**config.mk**
```make
export PLATFORM = sky130hd
export DESIGN_NAME = mul_add_n
export DESIGN_NICKNAME = d
export VERILOG_FILES = /design/src/rtl/calc_pkg.sv /design/src/rtl/cntr.sv /design/src/rtl/d_flip_flop.sv /design/src/rtl/mul_fsm.sv /design/src/rtl/mul_add_n.sv
export SDC_FILE = /design/constraint.sdc
export NUM_CORES = 1
export LEC_CHECK = 0
export CAP_MARGIN = 20
export CORE_MARGIN = 3
export CORE_UTILIZATION = 60
export DETAILED_ROUTE_END_ITERATION = 7
export DONT_BUFFER_PORTS = 1
export GPL_ROUTABILITY_DRIVEN = 0
export GPL_TIMING_DRIVEN = 0
export PLACE_DENSITY = 0.85
export SLEW_MARGIN = 20
export SYNTH_ARGS = -nofsm -noshare
export SYNTH_HDL_FRONTEND = slang
export SYNTH_HIERARCHICAL = 1
export SYNTH_SLANG_ARGS = --single-unit
export TNS_END_PERCENT = 20
```
**constraint.sdc**
```tcl
create_clock -name clk -period 4.67 [get_ports clk]
set_input_delay 0.934 -clock clk [delete_from_list [all_inputs] [get_ports clk]]
set_output_delay 0.934 -clock clk [all_outputs]
set_load 0.02 [all_outputs]
```
**src/rtl/calc_pkg.sv**
```systemverilog
// Shared definitions for the calculator datapath blocks: controller state
// encoding and width helpers for the multiply-accumulate unit.
package calc_pkg;

  typedef enum logic [1:0] {
    IDLE = 2'd0,
    RUN  = 2'd1,
    DONE = 2'd2
  } state_t;

  localparam int unsigned default_bits = 8;

  // Step counter must hold 0..bits.
  function automatic int cnt_width(input int bits);
    return $clog2(bits + 1);
  endfunction

  // q*b + r < 2^(2*bits+1), so this accumulator never wraps.
  function automatic int acc_width(input int bits);
    return 2 * bits + 1;
  endfunction

endpackage

```
**src/rtl/cntr.sv**
```systemverilog
// Up-counter with synchronous reset, synchronous clear and count enable.
module cntr #(
  parameter int width = 4
) (
  input  logic             clk,
  input  logic             reset,
  input  logic             clear,
  input  logic             en,
  output logic [width-1:0] count
);

  always_ff @(posedge clk) begin
    if (reset || clear) count <= '0;
    else if (en)        count <= count + width'(1);
  end

endmodule

```
**src/rtl/d_flip_flop.sv**
```systemverilog
// Enabled register with synchronous active-high clear.
module d_flip_flop #(
  parameter int width = 1
) (
  input  logic             clk,
  input  logic             reset,
  input  logic             en,
  input  logic [width-1:0] d,
  output logic [width-1:0] q
);

  // NOTE: sequential state is always assigned with <= so every flop samples
  // the pre-edge value of its inputs, regardless of block ordering.
  always_ff @(posedge clk) begin
    if (reset)   q <= '0;
    else if (en) q <= d;
  end

endmodule

```
**src/rtl/mul_fsm.sv**
```systemverilog
// IDLE/RUN/DONE controller for mul_add_n: captures on start, steps until the
// counter reports the last step, then raises ready for one cycle.
module mul_fsm
  import calc_pkg::*;
(
  input  logic clk,
  input  logic reset,
  input  logic start,
  input  logic last,
  output logic first_cycle,
  output logic step,
  output logic ready
);

  state_t state, next;

  always_ff @(posedge clk) begin
    if (reset) state <= IDLE;
    else       state <= next;
  end

  // NOTE: every output of this block gets a default before the case, so no
  // path leaves a signal unassigned and no latch is inferred.
  always_comb begin
    next        = state;
    first_cycle = 1'b0;
    step        = 1'b0;
    ready       = 1'b0;
    case (state)
      IDLE: begin
        if (start) begin
          first_cycle = 1'b1;
          next        = RUN;
        end
      end
      RUN: begin
        step = 1'b1;
        if (last) next = DONE;
      end
      DONE: begin
        ready = 1'b1;
        next  = IDLE;
      end
      default: next = IDLE;
    endcase
  end

endmodule

```
**src/rtl/mul_add_n.sv**
```systemverilog
// Sequential shift-and-add unit computing res = q*b + r, the inverse of the
// repeated-subtraction divider, with overflow and illegal-remainder flags.
module mul_add_n
  import calc_pkg::*;
#(
  parameter int bits = default_bits
) (
  input  logic            clk,
  input  logic            reset,
  input  logic            start,
  input  logic [bits-1:0] q,
  input  logic [bits-1:0] b,
  input  logic [bits-1:0] r,
  output logic [bits-1:0] res,
  output logic            ovf,
  output logic            rem_err,
  output logic            rdy
);

  localparam int aw = acc_width(bits);
  localparam int cw = cnt_width(bits);

  logic            first_cycle, step, ready, last;
  logic [cw-1:0]   count;
  logic [bits-1:0] qreg, borig, rreg;
  logic [2*bits-1:0] breg;
  logic [aw-1:0]   acc, sum;
  logic            ovf_d, rem_err_d;

  mul_fsm u_fsm (
    .clk         (clk),
    .reset       (reset),
    .start       (start),
    .last        (last),
    .first_cycle (first_cycle),
    .step        (step),
    .ready       (ready)
  );

  cntr #(.width(cw)) u_cntr (
    .clk   (clk),
    .reset (reset),
    .clear (first_cycle),
    .en    (step),
    .count (count)
  );

  assign last = (count == cw'(bits - 1));
  assign sum  = acc + aw'(breg);

  // Operands are latched on the capture edge, so later input changes
  // cannot disturb a running operation.
  always_ff @(posedge clk) begin
    if (reset) begin
      qreg  <= '0;
      breg  <= '0;
      borig <= '0;
      rreg  <= '0;
      acc   <= '0;
    end else if (first_cycle) begin
      qreg  <= q;
      breg  <= (2 * bits)'(b);
      borig <= b;
      rreg  <= r;
      acc   <= aw'(r);
    end else if (step) begin
      if (qreg[0]) acc <= sum;
      breg <= breg << 1;
      qreg <= qreg >> 1;
    end
  end

  assign ovf_d     = |acc[aw-1:bits];
  assign rem_err_d = (rreg >= borig);

  d_flip_flop #(.width(bits)) u_res_ff (
    .clk(clk), .reset(reset), .en(ready), .d(acc[bits-1:0]), .q(res)
  );

  d_flip_flop #(.width(1)) u_ovf_ff (
    .clk(clk), .reset(reset), .en(ready), .d(ovf_d), .q(ovf)
  );

  d_flip_flop #(.width(1)) u_rem_err_ff (
    .clk(clk), .reset(reset), .en(ready), .d(rem_err_d), .q(rem_err)
  );

  // Delaying ready by one flop aligns rdy with the freshly loaded outputs.
  d_flip_flop #(.width(1)) u_rdy_ff (
    .clk(clk), .reset(reset), .en(1'b1), .d(ready), .q(rdy)
  );

endmodule
```
Yosys cells after proc, flatten, opt, wreduce, memory -nomap -nowiden
Cells that the tools add are included.
Word-level totals
  register bits after elaboration: 74
  word-level logic and storage cells: 44
Operators by class
  mux-type cells: 14
  equality and inequality tests: 5
  reduce and logical (&&, ||, !) cells: 9
  $lt $le $gt $ge: 1
  add/subtract/negate cells: 2
Operator list (number)
  two-way mux 8 bit: 7
  adder 17 x 16 -> 17 bit: 1
  OR reduction 9 bit: 1
  greater-or-equal comparator 8 bit: 1
  AND reduction 2 bit: 3
  adder 4 x 1 -> 4 bit, second input constant: 1
  == test 4 x 3 -> 1 bit, second input constant: 1
  two-way mux 1 bit: 4
  two-way mux 2 bit: 2
  != test 2 bit, second input constant: 2
  case mux 2 bit (2 select lines): 1
  nonzero test 2 bit: 2
  == test 2 x 1 -> 1 bit, second input constant: 1
  == test 2 bit, second input constant: 1
  logical NOT 2 bit: 1
  OR reduction 2 bit: 1
  logical OR 1 bit: 1

Logic depth before layout (Yosys ltp)
Gate-level depths: netlist of the first run.
  depth after elaboration: 4
  gate-level depth with buffers: 10

By module
Netlist of the first run, hierarchy kept.
Modules (own cells, without submodules)
  mul_add_n: area an instance 3291.9 µm², cells each 394, instances 1
  d_flip_flop at u_res_ff: area an instance 285.3 µm², cells each 26, instances 1
  cntr: area an instance 177.7 µm², cells each 17, instances 1
  d_flip_flop at u_ovf_ff ...: area an instance 33.8 µm², cells each 3, instances 3
  mul_fsm: area an instance 88.8 µm², cells each 10, instances 1

Worst setup path after synthesis of the first run
No wires, ideal clock.
  kind: in2reg
  start: input port start
  end: register borig[7]
  cell stages on the path: 5
  arrival time: 2.217 ns
  setup time: 0.128 ns
  required time: 4.542 ns
  path buffers: 2
  setup slack: 2.325 ns
  cell sequence: nor3b_1 > clkbuf_1 > clkbuf_1 > mux2i_1 > nor2_1
Between the ends
  cells in the longest elaborated chain, start to end: 2
RTL lines
  start: declaration: line mul_add_n.sv:10  | input logic start,
  two-way mux 1 bit: line mul_fsm.sv:31  | if (start) begin
  two-way mux 1 bit: line mul_fsm.sv:29  | case (state)
  end signal: assignment: line mul_add_n.sv:57  | borig <= '0;
  end signal: assignment: line mul_add_n.sv:63  | borig <= b;
  end: declaration: line mul_add_n.sv:25  | logic [bits-1:0] qreg, borig, rreg;
No other way between the ends.
A chain may end at the register's enable or synchronous reset.

Worst setup path after layout of the first run
  start: input port start
  end: register acc[4]
Between the ends
  cells in the longest elaborated chain, start to end: 4
  elaborated cells between the ends (all ways): 6
RTL lines
  two-way mux 1 bit *: line mul_fsm.sv:31
  two-way mux 1 bit *: line mul_fsm.sv:29
  nonzero test 2 bit (no line)
  AND reduction 2 bit (no line)
  end signal: assignment: line mul_add_n.sv:65  | acc <= aw'(r);
  end signal: assignment: line mul_add_n.sv:67  | if (qreg[0]) acc <= sum;
  end: declaration: line mul_add_n.sv:27  | logic [aw-1:0] acc, sum;
Mark *: on every way between the ends. The rest lies on a longest branch, timed or not.

==> results of run 1 <==
[cells in the final DEF, fill, tap and decap left out, types with 6 or more instances in the layout]
cell,instances
nand2_1,34
nor3_1,7
clkbuf_8,9
dfxtp_1,74
mux2i_1,47
clkbuf_1,12
nand2b_1,7
ha_1,25
inv_1,13
nor2_1,84
a21oi_1,44
buf_2,8
nand4_1,6
o21ai_0,11
[cells by family after synthesis]
| kind of cell | Yosys count |
|---|---|
| simple gates | 163 |
| compound gates | 101 |
| flops | 74 |
| mux | 48 |
| buf+inv | 36 |
| fa+ha+maj | 26 |
| xor+xnor | 7 |
| other cells | 1 |
[state kept, by name, summed over array words and instances (netlist names)]
name and cells:
u_ovf_ff/q 1, acc 17, u_res_ff/q 8, rreg 8, u_cntr/count 4, u_rem_err_ff/q 1, borig 8, qreg 8
u_rdy_ff/q 1, breg 16, u_fsm/state 2
[metrics by stage]
step           instance area, um^2   util
5_1_grt                       4260  0.694
6_report                      4260  0.694
4_1_cts                       4260  0.694
3_5_place_dp                  4040  0.659
3_3_place_gp                  4040  0.659
2_1_floorplan                 3950      -
[layout make-up]
| type | count | area [um^2] | area share |
|---|---|---|---|
| plain buffers | 23 | 115 | 0.0270 |
| clock inverters | 6 | 91.3 | 0.0215 |
| multi-input cells | 346 | 2300 | 0.540 |
| well taps | 75 | 93.8 | 0.0220 |
| flip-flops and latches | 74 | 1480 | 0.348 |
| clock buffers | 10 | 128 | 0.0300 |
| inverters | 13 | 48.8 | 0.0115 |
[report_power, final]
group / total, mW / switching [mW] / internal (mW)
Clock: 0.540 / 0.239 / 0.301
Combinational: 0.171 / 0.102 / 0.0692
Sequential: 0.676 / 0.0205 / 0.655
Total: 1.39 / 0.362 / 1.03
[final timing paths]
check,to,from,slack [ns],cells after the start
worst min-delay path,rreg[7]$_SDFFE_PP0P_,rreg[7]$_SDFFE_PP0P_,0.48,2
worst max register to register,acc[4]$_SDFFE_PP0P_,u_fsm/state[0]$_SDFFE_PP0P_,2.26,6
worst max-delay path,acc[4]$_SDFFE_PP0P_,start,2.08,6
worst min register to register,rreg[7]$_SDFFE_PP0P_,rreg[7]$_SDFFE_PP0P_,0.48,2
[layer usage]
layer  track usage  up-vias  routed length [um]
met5             0        -                   0
met4         0.106        0                 253
met3        0.0747       31                 691
met2         0.415      131                4130
met1         0.319     1529                3820
li1              -     1624                   -
[critical path, cell delays in order]
cell and delay (ns):
nor3b_1 0.52, clkbuf_1 0.42, clkbuf_1 0.50, nand2_1 0.20, o21ai_0 0.14, nor2b_1 0.15
==> impl_metrics.yaml, run 1 <==
status:
  outcome: "complete, no violations"
synthesis:
  synthMuxAreaShare: 0.122
  synth_cells: 456
  synth_fa_ha_area_frac: 0.0844
  synth_top_area_frac: 0.376
  synth-simple-area-share: 0.183
  synth_xor_area_frac: 0.0155
  synth_top_cells_by_count: "nor2_1, dfxtp_1, mux2i_1"
  synth_compound_area_frac: 0.177
  synth_ff_type: "dfxtp_1"
  synth_nets: 509
  synth_edf_count: 0
  yosysMostFrequentCell: "nor2_1"
  synth_seq_cells: 74
  synth_top_family_by_area: "simple AND/OR/NAND/NOR gates"
  syn_avg_cell_area_um2: 8.65
  ys_seq_area_frac: 0.376
  yosys-top-cells-area: "dfxtp_1, mux2i_1, nor2_1, ha_1, a21oi_1"
  syn_area_um2: 3950
  synth.distinct_cells: 60
  synth_top_area_cell: "dfxtp_1"
  async_flop_share: 0
  yosysWarnings: 6
finish:
  fillers: 472
  fin_nets: 520
  area.growth.synth_to_final_pct: 7.93
  instances_no_fill: 547
  layout-drive-gt1-share: 0.0847
  num_antenna_cells: 0
run:
  cap_violations: 0
place:
  dp_cells: 531
  dp_hpwl_um: 6520
  port_buffers: 0
  preCtsSetupSlack_ns: 1.78
cts:
  cts_tree: "built"
  clock_sinks: 74
  cts-root-buf: "clkbuf_8"
  cts_resized: 0
  clk_pin_slew_ns: 0.08
  numCtsBuffers: 9
  cts.path.max_buffers: 2
  cts_max_level: 3
  cts_setup_buffers: 0
  hold_buffers: 0
  clock_latency_ns: 0.36
sta:
  finalClockSkew_ns: 0.0125
  period_needed_ns: 2.59
  max_slew_margin: 0.568
  setup_ws_ns: 2.08
  fin_crit_sh: 0.554
  hold_violations: 0
  rsz0062_at_grt: "no"
  drv_slew: 0
  finalSetupTns_ns: 0
  hold_slack_ns: 0.482
  worst_pin_slew_ns: 0.647
  setup_viol: 0
  fmax_mhz: 386
power:
  p_per_area_nw_per_um2: 326
  vdd_drop_max_uv: 226
  power_mw: 1.39
  leakagePower_nw: 1.72
worst_setup_path:
  worstPathRequired_ns: 4.96
  cp-start-kind: "input pin"
  critical_path_class: "input pin to register"
  worstSetupEndpointType: "register"
  crit_arrival_ns: 2.88
  cp_max_fo: 10
floorplan:
  dieArea_um2: 7580
  die_y_um: 87.1
  start_util: 0.643
  die_w_um: 87.1
  ios: 38
  core-area_um2: 6130
  placement_rows: 28
global_route:
  gr-total-overflow: 0
  track_usage: 0.257
  grt_pass1_vias: 3345
  grt_max_degree: 14
  antenna_found_initial: 0
  grt_pass1_wl_um: 15300
hold_path:
  hold_class: "register to register"
detailed_routing:
  first_pass_iters: 4
  viasPerCell: 6.06
  drc: 0
  wire_per_inst_um: 16.3
  routed_wl_um: 8890
  antenna_left: 0
  num_vias: 3315
  drt_iter0_drc: 271
Power figures use the tool's default switching activity.
==> run 2: changes to the inputs <==
clock period = 2.47 ns   (was 4.67 ns; I/O delays follow)
==> impl_metrics.yaml, run 2 (synthesis gave the netlist of run 1 again) <==
worst_setup_path:
  path_delay_family: "compound AO/OA/AOI/OAI gates"
  crit_arrival_ns: 2.62
  timing.reg2reg.worst_path_depth: 8
  cp-start-kind: "register"
  cp_max_fo: 4
  worstSetupEndpointType: "register"
  worstPathRequired_ns: 2.75
  cp_cell_sequence: "ha_1, fa_1, a211oi_2, o21ai_2, a31oi_4, o21ai_1, a22oi_2, mux2i_1"
  reg2reg_slack_ns: 0.13
  crit_cells: 8
  crit_path_max_incr_delay_ns: 0.45
  critical_path_class: "register to register"
  critPathSlowestCell: "fa_1"
  critPathBufInv: 0
floorplan:
  die_w_um: 87.1
  ios: 38
  start_util: 0.643
  dieArea_um2: 7580
  die_y_um: 87.1
  placement_rows: 28
  core-area_um2: 6130
sta:
  drv_slew: 0
  setup_viol: 0
  finalClockSkew_ns: 0.0131
  period_needed_ns: 2.34
  hold_violations: 0
  fin_crit_sh: 0.947
  max_slew_margin: 0.595
  worst_pin_slew_ns: 0.608
  fmax_mhz: 428
  hold_slack_ns: 0.195
detailed_routing:
  num_vias: 3327
  drt_iter0_drc: 260
  first_pass_iters: 5
  viasPerCell: 6.08
  drc: 0
  antenna_left: 0
  wire_per_inst_um: 16.3
  routed_wl_um: 8900
cts:
  cts_tree: "built"
  cts_setup_buffers: 0
  cts_max_level: 3
  hold_buffers: 0
  cts-root-buf: "clkbuf_8"
  clock_latency_ns: 0.36
  cts.path.max_buffers: 2
  clk_pin_slew_ns: 0.08
  clock_sinks: 74
  numCtsBuffers: 9
  cts_resized: 0
finish:
  fillers: 474
  layout-drive-gt1-share: 0.0869
  layout_common_cells: "nor2_1, dfxtp_1, mux2i_1, a21oi_1, nand2_1"
  fin_nets: 520
  num_antenna_cells: 0
  area.growth.synth_to_final_pct: 8.06
  utilization: 0.695
  top_regs: "acc (17), breg (16)"
  regMostFlops: "acc"
  final_common_cell: "nor2_1"
  largest_reg_flops: 17
status:
  outcome: "complete, no violations"
place:
  port_buffers: 0
  dp_hpwl_um: 6520
global_route:
  gr-total-overflow: 0
  grt_pass1_vias: 3345
  track_usage: 0.257
  grt_pass1_wl_um: 15300
  antenna_found_initial: 0
  grt_max_degree: 14
power:
  p_per_area_nw_per_um2: 615
  vdd_drop_max_uv: 427
  leakagePower_nw: 1.72
hold_path:
  hold_class: "input pin to register"
  hold_depth: 1
run:
  cap_violations: 0
-- run 2: cell count changes in the layout (fill, tap and decap cells not counted) --
| cell | change |
|---|---|
| nor3b_1 | -1 |
| nor3b_2 | +1 |
-- run 2: worst paths after layout --
path | startpoint | end
hold reg to reg | rreg[7]$_SDFFE_PP0P_ | rreg[7]$_SDFFE_PP0P_
hold / removal | reset | u_ovf_ff/q$_SDFFE_PP0P_
setup reg to reg | acc[0]$_SDFFE_PP0P_ | acc[16]$_SDFFE_PP0P_
setup / recovery | acc[0]$_SDFFE_PP0P_ | acc[16]$_SDFFE_PP0P_
-- run 2: per-layer routing --
| layer | GRT usage | part of all wire |
|---|---|---|
| met4 | 0.106 | 0.025 |
| met5 | 0 | 0 |
| met3 | 0.0747 | 0.072 |
| met1 | 0.319 | 0.43 |
| met2 | 0.415 | 0.48 |
-- run 2: cell type report --
class                           count  area, um^2  area share
Buffer                             23         115      0.0270
Inverter                           13        48.8      0.0114
Clock buffer                       10         128      0.0299
Sequential cell                    74        1480       0.348
Clock inverter                      6        91.3      0.0214
Multi-Input combinational cell    346        2300       0.541
Tap cell                           75        93.8      0.0220
-- run 2: power by group --
| group | internal [mW] | switching (mW) |
|---|---|---|
| clock network | 0.570 | 0.451 |
| registers | 1.24 | 0.0388 |
| logic | 0.131 | 0.194 |
| total | 1.94 | 0.683 |
-- run 2: worst reg2reg max path, stage by stage (launching register included) --
cell and delay (ns):
dfxtp_1 0.38, ha_1 0.25, fa_1 0.45, a211oi_2 0.31, o21ai_2 0.14, a31oi_4 0.24
o21ai_1 0.10, a22oi_2 0.18, mux2i_1 0.21
-- run 2: metrics by stage --
stage          instance area (um^2)  cells  setup WS [ns]  power (mW)  setup TNS [ns]
2_1_floorplan                  3950    456          0.388        1.55               0
3_3_place_gp                   4040    531         0.0762        1.60               0
3_5_place_dp                   4040    531         0.0237        1.62               0
4_1_cts                        4260    547         0.0802        2.63               0
5_1_grt                        4260    547       -0.00419        2.74        -0.00557
6_report                       4260    547          0.132        2.62               0
==> run 3: changes to the inputs <==
ABC_AREA = 1   (was default)
==> impl_metrics.yaml, run 3 <==
floorplan:
  start_util: 0.633
  die_w_um: 88.8
  die_y_um: 88.8
  dieArea_um2: 7880
  core-area_um2: 6490
  placement_rows: 29
  ios: 38
place:
  dp_hpwl_um: 7080
  dp_cells: 682
  port_buffers: 0
worst_setup_path:
  timing.reg2reg.worst_path_depth: 12
  critical_path_class: "register to register"
  cp_max_fo: 3
  worstPathRequired_ns: 2.73
  r2r-start: "breg[0]$_SDFFE_PP0P_"
  crit_arrival_ns: 2.14
  worstSetupEndpointType: "register"
  timing.rr.end: "acc[14]$_SDFFE_PP0P_"
  cp-start-kind: "register"
  reg2reg_slack_ns: 0.59
detailed_routing:
  routed_wl_um: 9670
  num_vias: 3805
  wire_per_inst_um: 13.9
  drt_iter0_drc: 264
  first_pass_iters: 7
  viasPerCell: 5.46
  antenna_left: 0
  drc: 0
power:
  p_per_area_nw_per_um2: 622
  vdd_drop_max_uv: 424
  power_mw: 2.76
  leakagePower_nw: 2.20
synthesis:
  synth_seq_cells: 74
  yosysWarnings: 6
  synth.distinct_cells: 43
  synth_top_cells_by_count: "nand2_1, inv_1, dfxtp_1"
  yosys-top-cells-area: "dfxtp_1, nand2_1, inv_1, ha_1, a21oi_1"
  async_flop_share: 0
  synth_ff_type: "dfxtp_1"
  ys_seq_area_frac: 0.361
  syn_area_um2: 4110
  syn_avg_cell_area_um2: 6.80
  synth_top_area_cell: "dfxtp_1"
  synth_edf_count: 0
  synth_top_area_frac: 0.361
  yosysMostFrequentCell: "nand2_1"
  synth_cells: 604
finish:
  instances_no_fill: 697
  regMostFlops: "acc"
  area.growth.synth_to_final_pct: 8.25
  fin_nets: 669
  num_antenna_cells: 0
  layout_common_cells: "nand2_1, inv_1, dfxtp_1, nor2_1, a21oi_1"
  utilization: 0.685
  top_regs: "acc (17), breg (16)"
  largest_reg_flops: 17
  layout-drive-gt1-share: 0.0984
  final_common_cell: "nand2_1"
cts:
  clk_pin_slew_ns: 0.09
  cts_setup_buffers: 0
  clock_sinks: 74
  cts_max_level: 3
  numCtsBuffers: 9
  cts_resized: 0
  cts.path.max_buffers: 2
  hold_buffers: 0
  clock_latency_ns: 0.36
  cts-root-buf: "clkbuf_8"
  cts_tree: "built"
global_route:
  track_usage: 0.256
  grt_pass1_vias: 3435
  grt_max_degree: 14
  gr-total-overflow: 0
  grt_pass1_wl_um: 15500
  antenna_found_initial: 0
sta:
  fmax_mhz: 533
  max_slew_margin: 0.592
  worst_pin_slew_ns: 0.613
  finalSetupTns_ns: 0
  fin_crit_sh: 0.760
  period_needed_ns: 1.88
  hold_violations: 0
  finalClockSkew_ns: 0.0134
  drv_slew: 0
  rsz0062_at_grt: "no"
  setup_viol: 0
hold_path:
  hold_class: "input pin to register"
  min_from: "reset"
  hold_depth: 1
  hold_end: "u_fsm/state[0]$_SDFFE_PP0P_"
status:
  outcome: "complete, no violations"
run:
  cap_violations: 0
## run 3: per-layer routing
layer / wire (um) / track usage
met4: 166 / 0.0852
met2: 4430 / 0.410
met3: 700 / 0.0596
met1: 4370 / 0.341
met5: 0 / 0
## run 3: critical path: stages (launching register included)
cell and delay (ns):
dfxtp_1 0.33, ha_1 0.23, fa_1 0.40, nand2_1 0.10, nand2_1 0.10, nand3b_1 0.12, nand2_2 0.09, nand2_1 0.10
nand2_1 0.06, nand2_1 0.06, nand3_1 0.07, nand2_1 0.07, inv_1 0.04
## run 3: area by class of cell
cell class | count | area [um^2]
buffer | 14 | 96.3
clock buffer | 9 | 124
clock inverter | 6 | 115
fill | 511 | 2050
inverter | 106 | 400
multi-input combinational | 411 | 2130
sequential | 74 | 1480
tap | 77 | 96.3
## run 3: per-stage QoR
step	hold slack, ns	area [um^2]	setup WS (ns)
2_1_floorplan	0.438	4110	0.862
3_3_place_gp	0.454	4210	0.719
3_5_place_dp	0.462	4210	0.662
4_1_cts	0.192	4450	0.614
5_1_grt	0.190	4450	0.464
6_report	0.198	4450	0.592
## run 3: report_power, final
part	internal, mW	leakage [nW]	total [mW]	switching [mW]
clock	0.670	0.116	1.15	0.481
combinational	0.121	1.48	0.332	0.211
sequential	1.24	0.603	1.28	0.0379
total	2.03	2.20	2.76	0.730
## run 3: kinds of logic (layout without fill, tap and decap cells)
| kind of cell | count (synthesis) | in the layout | share of synthesized area |
|---|---|---|---|
| simple gates | 300 | 300 | 0.316 |
| buf+inv | 120 | 135 | 0.121 |
| compound gates | 78 | 78 | 0.110 |
| flops | 74 | 74 | 0.361 |
| fa+ha+maj | 26 | 26 | 0.0810 |
| xor+xnor | 5 | 5 | 0.0107 |
| other cells | 1 | 2 | 0.000913 |
## run 3: worst max-delay path by stage
stage,to,startpoint,cells after the start
final,acc[14]$_SDFFE_PP0P_,breg[0]$_SDFFE_PP0P_,12
after global placement,acc[14]$_SDFFE_PP0P_,breg[0]$_SDFFE_PP0P_,12
after CTS,acc[14]$_SDFFE_PP0P_,breg[0]$_SDFFE_PP0P_,12
after global routing,acc[14]$_SDFFE_PP0P_,breg[0]$_SDFFE_PP0P_,12
after detailed placement,acc[14]$_SDFFE_PP0P_,breg[0]$_SDFFE_PP0P_,12
after floorplan,acc[14]$_SDFFE_PP0P_,breg[0]$_SDFFE_PP0P_,12
